--- src/rtl/pipe_exec_ctrl.sv ---
// Pipeline execution controller: sequences continuous and stepwise runs,
// drains ID/EX/MEM/WB after EOF and counts executed cycles or steps.
module pipe_exec_ctrl #(
    parameter int unsigned NB_CYCLES    = 16,
    parameter int unsigned DRAIN_CYCLES = 4,
    parameter int unsigned NB_DRAIN     = 3
) (
    input  logic                 i_clk,
    input  logic                 i_reset_n,
    input  logic                 i_start_cont,
    input  logic                 i_start_step,
    input  logic                 i_step_req,
    input  logic                 i_eof_flag,
    input  logic                 i_halt,
    output logic [1:0]           o_pipeline_mode,
    output logic                 o_execute_instruct,
    output logic                 o_pc_enable,
    output logic                 o_busy,
    output logic                 o_done,
    output logic [NB_CYCLES-1:0] o_cycle_count
);

    typedef enum logic [2:0] {
        ST_IDLE,
        ST_RUN_CONT,
        ST_STEP_WAIT,
        ST_STEP_EXEC,
        ST_DRAIN_CONT,
        ST_DRAIN_STEP,
        ST_DONE
    } state_e;

    state_e                state_q, state_d;
    logic                  step_q, step_d;
    logic                  start_cont_q, start_cont_d;
    logic                  start_step_q, start_step_d;
    logic                  exec_q, exec_d;
    logic [NB_CYCLES-1:0]  cnt_q, cnt_d;
    logic [NB_DRAIN-1:0]   drain_q, drain_d;

    logic step_rise;
    logic start_cont_rise;
    logic start_step_rise;
    logic drain_pulse;
    logic start_run;
    logic cnt_inc;

    always_ff @(posedge i_clk or negedge i_reset_n) begin
        if (!i_reset_n) begin
            state_q      <= ST_IDLE;
            step_q       <= 1'b0;
            start_cont_q <= 1'b0;
            start_step_q <= 1'b0;
            exec_q       <= 1'b0;
            cnt_q        <= '0;
            drain_q      <= '0;
        end else begin
            state_q      <= state_d;
            step_q       <= step_d;
            start_cont_q <= start_cont_d;
            start_step_q <= start_step_d;
            exec_q       <= exec_d;
            cnt_q        <= cnt_d;
            drain_q      <= drain_d;
        end
    end

    always_comb begin
        step_rise       = i_step_req & ~step_q;
        start_cont_rise = i_start_cont & ~start_cont_q;
        start_step_rise = i_start_step & ~start_step_q;

        state_d = state_q;
        unique case (state_q)
            ST_IDLE: begin
                if (i_start_cont)      state_d = ST_RUN_CONT;
                else if (i_start_step) state_d = ST_STEP_WAIT;
            end
            ST_RUN_CONT: begin
                if (i_eof_flag) state_d = ST_DRAIN_CONT;
            end
            ST_DRAIN_CONT: begin
                if (drain_q <= NB_DRAIN'(1)) state_d = ST_DONE;
            end
            ST_STEP_WAIT: begin
                if (step_rise) state_d = ST_STEP_EXEC;
            end
            ST_STEP_EXEC: begin
                state_d = i_eof_flag ? ST_DRAIN_STEP : ST_STEP_WAIT;
            end
            ST_DRAIN_STEP: begin
                if (drain_q == '0) state_d = ST_DONE;
            end
            ST_DONE: begin
                if (start_cont_rise)      state_d = ST_RUN_CONT;
                else if (start_step_rise) state_d = ST_STEP_WAIT;
            end
            default: state_d = ST_IDLE;
        endcase
        if (i_halt) state_d = ST_IDLE;
    end

    // Rises arriving while STEP_EXEC is active are consumed by step_q and lost.
    always_comb begin
        step_d       = i_step_req;
        start_cont_d = i_start_cont;
        start_step_d = i_start_step;

        drain_pulse = (state_q == ST_DRAIN_STEP) && (drain_q != '0) && step_rise && !i_halt;
        start_run   = ((state_q == ST_IDLE) || (state_q == ST_DONE)) &&
                      ((state_d == ST_RUN_CONT) || (state_d == ST_STEP_WAIT));
        cnt_inc     = (!i_halt && ((state_q == ST_RUN_CONT) || (state_q == ST_DRAIN_CONT))) ||
                      ((state_q == ST_STEP_WAIT) && (state_d == ST_STEP_EXEC)) ||
                      drain_pulse;

        cnt_d = cnt_q;
        if (start_run)                cnt_d = '0;
        else if (cnt_inc && cnt_q != '1) cnt_d = cnt_q + NB_CYCLES'(1);

        drain_d = drain_q;
        if (start_run)
            drain_d = NB_DRAIN'(DRAIN_CYCLES);
        else if (((state_q == ST_DRAIN_CONT) && !i_halt && (drain_q != '0)) || drain_pulse)
            drain_d = drain_q - NB_DRAIN'(1);

        exec_d = (state_d == ST_STEP_EXEC) || drain_pulse;
    end

    always_comb begin
        o_pipeline_mode = 2'b00;
        o_pc_enable     = 1'b0;
        o_busy          = 1'b1;
        o_done          = 1'b0;
        unique case (state_q)
            ST_IDLE:       o_busy = 1'b0;
            ST_RUN_CONT: begin
                o_pipeline_mode = 2'b01;
                o_pc_enable     = 1'b1;
            end
            ST_DRAIN_CONT: o_pipeline_mode = 2'b01;
            ST_STEP_WAIT:  o_pipeline_mode = 2'b11;
            ST_STEP_EXEC: begin
                o_pipeline_mode = 2'b11;
                o_pc_enable     = 1'b1;
            end
            ST_DRAIN_STEP: o_pipeline_mode = 2'b11;
            ST_DONE: begin
                o_busy = 1'b0;
                o_done = 1'b1;
            end
            default:       o_busy = 1'b0;
        endcase
        o_execute_instruct = exec_q;
        o_cycle_count      = cnt_q;
    end

endmodule

--- config.mk ---
export PLATFORM = sky130hd
export DESIGN_NAME = pipe_exec_ctrl
export DESIGN_NICKNAME = d
export VERILOG_FILES = /design/src/rtl/pipe_exec_ctrl.sv
export SDC_FILE = /design/constraint.sdc
export NUM_CORES = 1
export LEC_CHECK = 0
export BUFFER_PORTS_ARGS = -buffer_cell sky130_fd_sc_hd__buf_2
export CAP_MARGIN = 5
export CELL_PAD_IN_SITES_DETAIL_PLACEMENT = 0
export CELL_PAD_IN_SITES_GLOBAL_PLACEMENT = 1
export CORE_MARGIN = 1.5
export CORE_UTILIZATION = 46
export DETAILED_ROUTE_END_ITERATION = 16
export PLACE_DENSITY_LB_ADDON = 0.3
export SYNTH_ARGS = -nofsm -noshare
export SYNTH_HDL_FRONTEND = slang
export SYNTH_SLANG_ARGS = --single-unit
--- constraint.sdc ---
create_clock -name i_clk -period 4.8 [get_ports i_clk]
set_input_delay 0.72 -clock i_clk [delete_from_list [all_inputs] [get_ports i_clk]]
set_output_delay 0.72 -clock i_clk [all_outputs]
set_load 0.01 [all_outputs]
==> impl_metrics.tcl <==
set metrics [dict create \
    n_fill_cell 326 \
    finalCriticalPeriod_ns 2.76 \
    grt_pass1_vias 1282 \
    hold_viol_final 0 \
    reg2reg_depth 6 \
    antenna_found_initial 0 \
    fin_crit_sh 0.576 \
    post_synth.cell_area_avg_um2 9.69 \
    diodes 0 \
    ys_seq_elements 26 \
    antenna_left 0 \
    grt_pass1_wl_um 6150 \
    cp.arrival_ns 2.98 \
    core_area_mm2 0.00339 \
    drive_gt1_frac 0.212 \
    powerDensity_mw_per_mm2 297 \
    synth_edf_count 0 \
    die_w_um 62.8 \
    cts.reportedPaths.clkPinSlew_ns 0.14 \
    gp_congestion 0.864 \
    overflow 0 \
    p_leak_nw 0.867 \
    fmax_mhz 362 \
    portBuffers 28 \
    synth_cell_types 52 \
    die_y_um 62.8 \
    seqPwrFrac 0.520 \
    grt_usage 0.192 \
    rsz0062_at_grt "false" \
    worst_slew_margin_rel 0.230 \
    initial_core_util 0.486 \
    worstSetupEndpointType "flop" \
    tightest_slew_ns 1.13 \
    clkPwrFrac 0.174 \
    yosys.area.top_type "dfrtp_1" \
    via_per_inst 5.76 \
    cts_tree "done" \
    power_mw 0.531 \
    seq_area_frac_synth 0.395 \
    clockBufferDepth 2 \
    dp_hpwl_um 2350 \
    multiInputGateArea_um2 890 \
    cp.required_ns 5.01 \
    clk_latency_ns 0.31 \
    netlist_instances 170 \
    synth.most_common_cell "dfrtp_1" \
    synth_area_mm2 0.00165 \
    io-pin-count 29 \
    status "completed" \
    cts_setup_buffers 0 \
    ctsResizeCount 0 \
    setup_tns_ns 0 \
    wl_per_cell_um 14.0 \
    remaining_drc_errors 0 \
    ir_drop_v 0.000152 \
    htreeDepth 1 \
    numCtsBuffers 3 \
    vias 1353 \
    synth_common_cells "dfrtp_1, nand2_1, o31ai_1" \
    nNetsFinal 202 \
    grt_max_degree 27 \
    crit_path_max_fanout 20 \
    syn_nets 181 \
    drt-pass1-iter-count 4 \
    finalMaxSlewViolations 0 \
    die_area_mm2 0.00395 \
    synthArstFlopShare 1.00 \
    start_kind "flop" \
    area_growth_pct 8.74 \
    regArea_um2 651 \
    combPwrFrac 0.306 \
    ctsHoldBuffers 0 \
    min_path_type "in2async" \
    cts.sinks 26 \
    clockRootBuffer "clkbuf_4" \
    timing_worst_setup_path_type "reg2reg" \
    p_switching_mw 0.188 \
    synth-main-ff-cell "dfrtp_1" \
    synth_top_area_frac 0.395 \
    skew_ns 0.00354 \
    synthTopCellsByArea "dfrtp_1, nand2_1, o31ai_1" \
    drt-initial-drc-count 108 \
    p_sw_frac 0.355 \
    setup_viol 0 \
    std_cell_rows 21 \
    ys_warn_count 0 \
    p_int_mw 0.343 \
    maxCapViolCount 0 \
    routed_wl_um 3290 \
]
[layout make-up]
class	instances	share of cell area
multi-input combinational	124	0.497
clock buffer	3	0.0126
sequential	26	0.363
inverter	8	0.0168
timing repair buffer	28	0.0783
tap	46	0.0321
[metrics by stage]
stage                     setup WS, ns  hold WS, ns  utilization  instances  cell area [um2]
final                             2.04        0.378        0.528        235             1790
after global routing              1.74        0.410        0.528        235             1790
after CTS                         2.04        0.399        0.528        235             1790
after detailed placement          1.93        0.523        0.522        232             1770
after global placement            2.00        0.490        0.522        232             1770
after floorplan                   2.44        0.424            -        170             1650
[cell usage in the layout (no fill, tap or decap), types with 2 or more instances in the layout]
| cell type | count |
|---|---|
| clkbuf_4 | 3 |
| mux2i_1 | 7 |
| dfrtp_1 | 26 |
| nand3_1 | 5 |
| a2111oi_0 | 2 |
| and3_1 | 3 |
| and2_1 | 2 |
| nor3_1 | 2 |
| nor2b_1 | 2 |
| ha_1 | 4 |
| nand4b_1 | 2 |
| xnor2_1 | 2 |
| nand4_1 | 3 |
| a21oi_2 | 2 |
| nand3b_1 | 3 |
| o31ai_1 | 10 |
| buf_2 | 28 |
| nand2_1 | 20 |
| nor2_1 | 5 |
| a21boi_1 | 8 |
| nand2b_1 | 3 |
| and4_1 | 5 |
| or4_1 | 7 |
| o21a_1 | 2 |
| inv_1 | 8 |
[power by group through the flow]
stage	logic (mW)	clock network [mW]	registers [mW]
finish	0.163	0.0922	0.276
detailed placement	0.165	0	0.280
floorplan	0.135	0	0.268
global placement	0.157	0	0.279
global route	0.188	0.107	0.283
CTS	0.165	0.0951	0.276
[cell families after synthesis]
logic type | count (synthesis) | share of synthesized area
multiplexers | 7 | 0.0426
AND/OR/NAND/NOR | 72 | 0.270
adder cells (fa/ha/maj) | 4 | 0.0304
flip-flops | 26 | 0.395
AO/OA/AOI/OAI | 38 | 0.182
XOR/XNOR | 3 | 0.0160
buffers and inverters | 20 | 0.0646
[layer usage]
metal | vias to the layer above | wire length [um] | track usage
met5 | - | 0 | 0
met4 | 0 | 23 | 0.0500
met3 | 2 | 82 | 0.0288
met2 | 20 | 1590 | 0.306
met1 | 661 | 1600 | 0.272
li1 | 670 | - | -
[path summary, 6_finish.rpt]
check	from	endpoint	slack, ns
min in group i_clk	i_start_step	start_step_q	0.53
max in group asynchronous	i_reset_n	drain_q[0]	4.05
min	i_reset_n	o_cycle_count[11]	0.38
max	state_q[0]	o_cycle_count[1]	2.04
max reg2reg	state_q[0]	o_cycle_count[1]	2.04
min reg2reg	o_cycle_count[15]	o_cycle_count[15]	0.54
[critical path: stages, from the launching register on]
cell     delay, ns
dfrtp_1       0.72
inv_1         0.15
a32o_1        0.27
or3_2         0.52
a21oi_2       0.63
nor2_1        0.20
mux2i_1       0.16
[state kept, by name, summed over array words and instances, names as in the netlist]
signal / count
o_cycle_count: 16
drain_q: 3
state_q: 3
start_step_q: 1
start_cont_q: 1
step_q: 1
o_execute_instruct: 1
(Power assumes the default switching activity.)
